--- config.mk ---
export PLATFORM = sky130hd
export DESIGN_NAME = varredura_display
export DESIGN_NICKNAME = d
export VERILOG_FILES = /design/src/rtl/varredura_display_pkg.sv /design/src/rtl/divisor_varredura.sv /design/src/rtl/varredura_display.sv
export SDC_FILE = /design/constraint.sdc
export NUM_CORES = 1
export LEC_CHECK = 0
export ABC_AREA = 1
export CELL_PAD_IN_SITES_DETAIL_PLACEMENT = 0
export CELL_PAD_IN_SITES_GLOBAL_PLACEMENT = 1
export CORE_MARGIN = 2
export CORE_UTILIZATION = 36
export DETAILED_ROUTE_END_ITERATION = 7
export GPL_TIMING_DRIVEN = 0
export HOLD_SLACK_MARGIN = 0.15
export PLACE_DENSITY = 0.81
export SYNTH_ARGS = -nofsm -noshare
export SYNTH_HDL_FRONTEND = slang
export SYNTH_SLANG_ARGS = --single-unit
--- constraint.sdc ---
create_clock -name Clock -period 1.96 [get_ports Clock]
set_clock_uncertainty 0.2 [all_clocks]
set_input_delay 0.392 -clock Clock [delete_from_list [all_inputs] [get_ports Clock]]
set_output_delay 0.392 -clock Clock [all_outputs]
set_load 0.02 [all_outputs]
--- src/rtl/varredura_display_pkg.sv ---
// Shared definitions for the display scanner: slot state encoding,
// nibble width and the default digit count.
package varredura_display_pkg;

    typedef enum logic {
        APAGADO = 1'b0,
        ATIVO   = 1'b1
    } estado_t;

    localparam int LARGURA_NIBBLE   = 4;
    localparam int N_DIGITOS_PADRAO = 4;

endpackage

--- src/rtl/divisor_varredura.sv ---
// Slot counter for the display scanner: counts DIV_VARREDURA cycles per
// digit slot and steps the digit index, wrapping after N_DIGITOS slots.
// The next-cycle values are exported so the top can register its outputs
// in step with the counter. A synchronous clear holds everything at slot 0.
module divisor_varredura #(
    parameter int N_DIGITOS     = 4,
    parameter int DIV_VARREDURA = 50000,
    localparam int CNT_W        = $clog2(DIV_VARREDURA),
    localparam int IDX_W        = $clog2(N_DIGITOS)
) (
    input  logic             clk,
    input  logic             rst,
    input  logic             limpa,
    output logic [CNT_W-1:0] cnt_prox,
    output logic [IDX_W-1:0] idx_prox,
    output logic             volta
);

    logic [CNT_W-1:0] cnt_r;
    logic [IDX_W-1:0] idx_r;

    // Next slot position; volta flags the edge where the index wraps to 0
    always_comb begin
        cnt_prox = cnt_r;
        idx_prox = idx_r;
        volta    = 1'b0;
        if (limpa) begin
            cnt_prox = {CNT_W{1'b0}};
            idx_prox = {IDX_W{1'b0}};
        end else if (cnt_r == CNT_W'(DIV_VARREDURA - 1)) begin
            cnt_prox = {CNT_W{1'b0}};
            if (idx_r == IDX_W'(N_DIGITOS - 1)) begin
                idx_prox = {IDX_W{1'b0}};
                volta    = 1'b1;
            end else begin
                idx_prox = idx_r + IDX_W'(1);
            end
        end else begin
            cnt_prox = cnt_r + CNT_W'(1);
        end
    end

    // Counter and index registers
    always_ff @(posedge clk or posedge rst) begin
        if (rst) begin
            cnt_r <= {CNT_W{1'b0}};
            idx_r <= {IDX_W{1'b0}};
        end else begin
            cnt_r <= cnt_prox;
            idx_r <= idx_prox;
        end
    end

endmodule

--- src/rtl/varredura_display.sv ---
// Time-multiplexed display scanner. Feeds one nibble at a time to the
// seven-segment decoder with a one-hot digit enable, blanking the start of
// every slot, optionally suppressing leading zeros and blinking digits.
// All outputs are registered from the next-cycle scan position so that the
// enable, the nibble and the frame pulse line up with the slot counter.
module varredura_display
    import varredura_display_pkg::*;
#(
    parameter int N_DIGITOS     = N_DIGITOS_PADRAO,
    parameter int DIV_VARREDURA = 50000,
    parameter int TEMPO_APAGADO = 64,
    parameter int PISCA_QUADROS = 64
) (
    input  logic                                Clock,
    input  logic                                Reset,
    input  logic                                Habilita,
    input  logic [LARGURA_NIBBLE*N_DIGITOS-1:0] Digitos,
    input  logic                                Supressao_Zeros,
    input  logic [N_DIGITOS-1:0]                Pisca_Mascara,
    output logic [LARGURA_NIBBLE-1:0]           Num_Binario,
    output logic [N_DIGITOS-1:0]                Digito_Ativo,
    output logic                                Fim_Quadro
);

    localparam int CNT_W    = $clog2(DIV_VARREDURA);
    localparam int IDX_W    = $clog2(N_DIGITOS);
    localparam int DIG_W    = LARGURA_NIBBLE * N_DIGITOS;
    localparam int QUADRO_W = (PISCA_QUADROS > 1) ? $clog2(PISCA_QUADROS) : 1;

    logic                      en_prev_r;
    logic [DIG_W-1:0]          shadow_r;
    logic                      fase_r;
    logic [QUADRO_W-1:0]       quadros_r;
    estado_t                   estado_r;

    logic                      limpa_s;
    logic [CNT_W-1:0]          cnt_prox_s;
    logic [IDX_W-1:0]          idx_prox_s;
    logic                      volta_s;
    logic [DIG_W-1:0]          shadow_prox_s;
    logic                      fase_prox_s;
    logic [QUADRO_W-1:0]       quadros_prox_s;
    estado_t                   estado_prox_s;
    logic                      apaga_s;
    logic [LARGURA_NIBBLE-1:0] num_prox_s;
    logic [N_DIGITOS-1:0]      ativo_prox_s;

    // True when digit k and every digit to its left are zero (digit 0 never)
    function automatic logic zeros_a_esquerda(input logic [DIG_W-1:0] d,
                                              input logic [IDX_W-1:0] k);
        logic todos_zero;
        todos_zero = (k != {IDX_W{1'b0}});
        for (int j = 0; j < N_DIGITOS; j++) begin
            if ((j >= int'(k)) &&
                (d[j*LARGURA_NIBBLE +: LARGURA_NIBBLE] != {LARGURA_NIBBLE{1'b0}})) begin
                todos_zero = 1'b0;
            end else begin
                todos_zero = todos_zero;
            end
        end
        return todos_zero;
    endfunction

    // The first enabled edge after reset or re-enable restarts slot 0
    assign limpa_s = !Habilita || !en_prev_r;

    divisor_varredura #(
        .N_DIGITOS     (N_DIGITOS),
        .DIV_VARREDURA (DIV_VARREDURA)
    ) u_divisor (
        .clk      (Clock),
        .rst      (Reset),
        .limpa    (limpa_s),
        .cnt_prox (cnt_prox_s),
        .idx_prox (idx_prox_s),
        .volta    (volta_s)
    );

    // Slot state transitions: dark until the blank interval ends, lit to slot end
    always_comb begin
        estado_prox_s = estado_r;
        if (!Habilita) begin
            estado_prox_s = APAGADO;
        end else if (cnt_prox_s == CNT_W'(TEMPO_APAGADO)) begin
            estado_prox_s = ATIVO;
        end else if (cnt_prox_s == {CNT_W{1'b0}}) begin
            estado_prox_s = APAGADO;
        end else begin
            estado_prox_s = estado_r;
        end
    end

    // Frame-synchronous shadow, blink timing and next output values
    always_comb begin
        shadow_prox_s  = shadow_r;
        fase_prox_s    = fase_r;
        quadros_prox_s = quadros_r;
        ativo_prox_s   = {N_DIGITOS{1'b0}};
        num_prox_s     = Num_Binario;

        if (volta_s || (Habilita && !en_prev_r)) begin
            shadow_prox_s = Digitos;
        end else begin
            shadow_prox_s = shadow_r;
        end

        if (volta_s) begin
            if (quadros_r == QUADRO_W'(PISCA_QUADROS - 1)) begin
                quadros_prox_s = {QUADRO_W{1'b0}};
                fase_prox_s    = !fase_r;
            end else begin
                quadros_prox_s = quadros_r + QUADRO_W'(1);
            end
        end else begin
            quadros_prox_s = quadros_r;
        end

        apaga_s = (Pisca_Mascara[idx_prox_s] && fase_prox_s) ||
                  (Supressao_Zeros && zeros_a_esquerda(shadow_prox_s, idx_prox_s));

        if (Habilita) begin
            num_prox_s = shadow_prox_s[idx_prox_s*LARGURA_NIBBLE +: LARGURA_NIBBLE];
        end else begin
            num_prox_s = Num_Binario;
        end

        if ((estado_prox_s == ATIVO) && !apaga_s) begin
            ativo_prox_s = {{(N_DIGITOS-1){1'b0}}, 1'b1} << idx_prox_s;
        end else begin
            ativo_prox_s = {N_DIGITOS{1'b0}};
        end
    end

    // Slot state register
    always_ff @(posedge Clock or posedge Reset) begin
        if (Reset) begin
            estado_r <= APAGADO;
        end else begin
            estado_r <= estado_prox_s;
        end
    end

    // Shadow, blink phase, frame count and registered outputs
    always_ff @(posedge Clock or posedge Reset) begin
        if (Reset) begin
            en_prev_r    <= 1'b0;
            shadow_r     <= {DIG_W{1'b0}};
            fase_r       <= 1'b0;
            quadros_r    <= {QUADRO_W{1'b0}};
            Num_Binario  <= {LARGURA_NIBBLE{1'b0}};
            Digito_Ativo <= {N_DIGITOS{1'b0}};
            Fim_Quadro   <= 1'b0;
        end else begin
            en_prev_r    <= Habilita;
            shadow_r     <= shadow_prox_s;
            fase_r       <= fase_prox_s;
            quadros_r    <= quadros_prox_s;
            Num_Binario  <= num_prox_s;
            Digito_Ativo <= ativo_prox_s;
            Fim_Quadro   <= volta_s;
        end
    end

endmodule

==> flow_metrics.tcl <==
set metrics [dict create \
    pwr_density_cell_mw_per_mm2 537 \
    synth_area_leaders "dfrtp_1 45%, nand2_1 12%, nand3_1 7.4%" \
    whs_path_depth 1 \
    synth_most_common_cell "nand2_1" \
    drc 0 \
    slew_headroom 0.707 \
    p_leak_nw 1.89 \
    clockRootBuffer "clkbuf_8" \
    p_sw_mw 0.557 \
    worstPathMaxFanout 7 \
    wl_per_cell_um 12.8 \
    n_antenna_cell 0 \
    synth_nets 389 \
    synth_top_area_share 0.447 \
    die-area_mm2 0.00882 \
    dp_hpwl_mm 4.85 \
    final.min_clock_period_ps 2200 \
    cts_buffers 5 \
    seq_power_share 0.545 \
    hold_end "en_prev_r" \
    switching_share 0.264 \
    grt_max_degree 41 \
    r2r_slack_ps -240 \
    rows 32 \
    synthFlopType "dfrtp_1" \
    comb_power_share 0.145 \
    ios 33 \
    hp-class "input pin to flip-flop" \
    synth_cell_types 34 \
    violations "negative setup slack" \
    min_from "Habilita" \
    first_global_vias 2409 \
    grt_pass1_wl_mm 11.4 \
    drtIter0Drc 100 \
    r2r_cells 12 \
    die_h_um 93.9 \
    p_clk_frac 0.310 \
    wl_mm 6.84 \
    portBuffers 32 \
    setup-violations-final 10 \
    start_util 0.375 \
    async_flop_share 1.00 \
    timing.final.crit_share 1.12 \
    htree_num_levels 2 \
    cts_tree "done" \
    clk_pin_slew_ps 90 \
    critPathLaunch "u_divisor.cnt_r[0]" \
    layout-drive-gt1-share 0.295 \
    synth_cells 362 \
    dr.pass1.iters 4 \
    max-cap-violations 0 \
    yosys.area.top_type "dfrtp_1" \
    syn-cell-area_mm2 0.00291 \
    crit_type "flip-flop to flip-flop" \
    area_delta_synth_final_pct 34.8 \
    grt_overflow 0 \
    drt.antenna.violating_nets 0 \
    fill_cells 761 \
    regToRegEndpoint "Digito_Ativo[0]" \
    gp_congestion 0.819 \
    vias_per_cell 4.73 \
    finalSetupTns_ps -1700 \
    layout.nets 457 \
    synth_commonest_cells "93 x nand2_1, 52 x dfrtp_1, 43 x nand3_1, 42 x inv_1, 39 x nor2_1" \
    coreArea_mm2 0.00777 \
    fin_ws_ps -244 \
    outcome "finished, violations left" \
    fmax_mhz 454 \
    synth_edf_count 0 \
    clockBufferDepth 2 \
    dieWidth_um 93.9 \
    yosysSeqAreaShare 0.447 \
    tightest_slew_ps 440 \
    cp-start-kind "flip-flop" \
    ys_seq_elements 52 \
    via_count 2521 \
    yosys_warnings 0 \
    insertion_delay_ps 310 \
    r2r_start "u_divisor.cnt_r[0]" \
    hold_viol_final 0 \
    p_int_mw 1.55 \
    antenna_found_initial 0 \
    clock-sinks 52 \
    endpoint_kind "flip-flop" \
    synth.avg_cell_area_um2 8.04 \
    peakVddDrop_v 0.000292 \
    slew_viol_final 0 \
    seq_area_mm2 0.00130 \
    timing.hold.ws_ps 275 \
    critPathArrivalTime_ps 2210 \
    cp.required_ps 1970 \
    multi_input_area_mm2 0.00161 \
    grtUsageTotal 0.165 \
    rsz0062_at_grt "yes" \
]
-- metrics by stage --
stage | power, mW | area (um2) | utilization | setup WS (ps) | instances
5_1_grt | 2.22 | 3920 | 0.505 | -391 | 533
6_report | 2.11 | 3920 | 0.505 | -244 | 533
3_5_place_dp | 1.43 | 3390 | 0.436 | -735 | 497
2_1_floorplan | 1.31 | 2920 | - | 5.33 | 362
3_3_place_gp | 1.43 | 3370 | 0.434 | -1010 | 496
4_1_cts | 2.11 | 3750 | 0.483 | -239 | 528
-- per-layer routing --
metal,part of all wire,up-vias,GRT usage
met5,0,-,0
met4,0.010,0,0.0435
met3,0.047,7,0.0249
met2,0.48,52,0.269
met1,0.47,1175,0.229
li1,-,1287,-
-- sequential cells by signal, summed over array words and instances, names as in the netlist --
name,flops
shadow_r,16
u_divisor.cnt_r,16
quadros_r,6
Digito_Ativo,4
Num_Binario,4
u_divisor.idx_r,2
Fim_Quadro,1
en_prev_r,1
estado_r,1
fase_r,1
-- area by class of cell --
cell class                      count  area share
Clock inverter                      2     0.00383
Sequential cell                    52       0.332
Clock buffer                        6      0.0210
Buffer                              4     0.00702
Timing Repair Buffer               60       0.143
Multi-Input combinational cell    257       0.409
Inverter                           50      0.0507
Tap cell                          102      0.0325
-- critical path, stage by stage, from the launching register on --
cell and delay [ps]:
dfrtp_1 430, ha_4 180, nand3_4 100, nor2_4 220, nand3_4 140, nand2_4 110, nand3b_1 120, nand2_2 110
nand3_2 100, nor2_2 110, nand3_2 110, nand3_4 110, nor2_1 50
-- repair_timing --
action | 4_1_cts | 5_1_grt
endpoints found under the setup margin | 10 | 16
pin swaps | 6 | 20
cloned | 2 | 0
hold buffers | 1 | 0
gates resized for setup | 22 | 37
buffers inserted | 20 | 6
hold endpoints to repair | 12 | 0
-- worst max path at each step --
| stage | end | slack (ps) | cells after the start |
|---|---|---|---|
| floorplan | Digito_Ativo[0] | 5 | 12 |
| global placement | shadow_r[13] | -1010 | 2 |
| detailed placement | Digito_Ativo[2] | -740 | 12 |
| CTS | Digito_Ativo[0] | -240 | 14 |
| global route | Digito_Ativo[0] | -390 | 12 |
| finish | Digito_Ativo[0] | -240 | 12 |
-- cell families after synthesis --
kind of cell,count (synthesis),synth area share
xor+xnor,5,0.0150
fa+ha+maj,3,0.0129
flops,52,0.447
simple gates,232,0.414
buf+inv,54,0.0761
compound gates,16,0.0348
-- placed cells by master, fill, tap and decap left out, drive strengths merged --
cell	netlist	final
dlygate4sd3	0	1
inv	48	49
nor2	57	57
or2	1	1
nand4	6	7
nand2	107	107
dfrtp	52	52
nand3b	6	6
and3	1	1
dlygate4sd2	0	1
nand3	50	50
a21oi	7	7
clkinv	2	1
ha	3	3
o21a	1	1
clkdlybuf4s50	0	31
a41oi	4	4
o21ai	4	4
buf	3	30
xnor2	2	2
clkbuf	1	7
xor2	3	3
clkinvlp	0	2
nor3	4	4
-- power groups by stage --
stage	Sequential, mW	Clock [mW]	Combinational, mW
2_1_floorplan	1.18	0	0.136
3_3_place_gp	1.17	0	0.259
3_5_place_dp	1.17	0	0.265
4_1_cts	1.15	0.679	0.285
5_1_grt	1.16	0.728	0.338
6_report	1.15	0.653	0.306
Note: power is estimated with default switching activity, not from simulation.
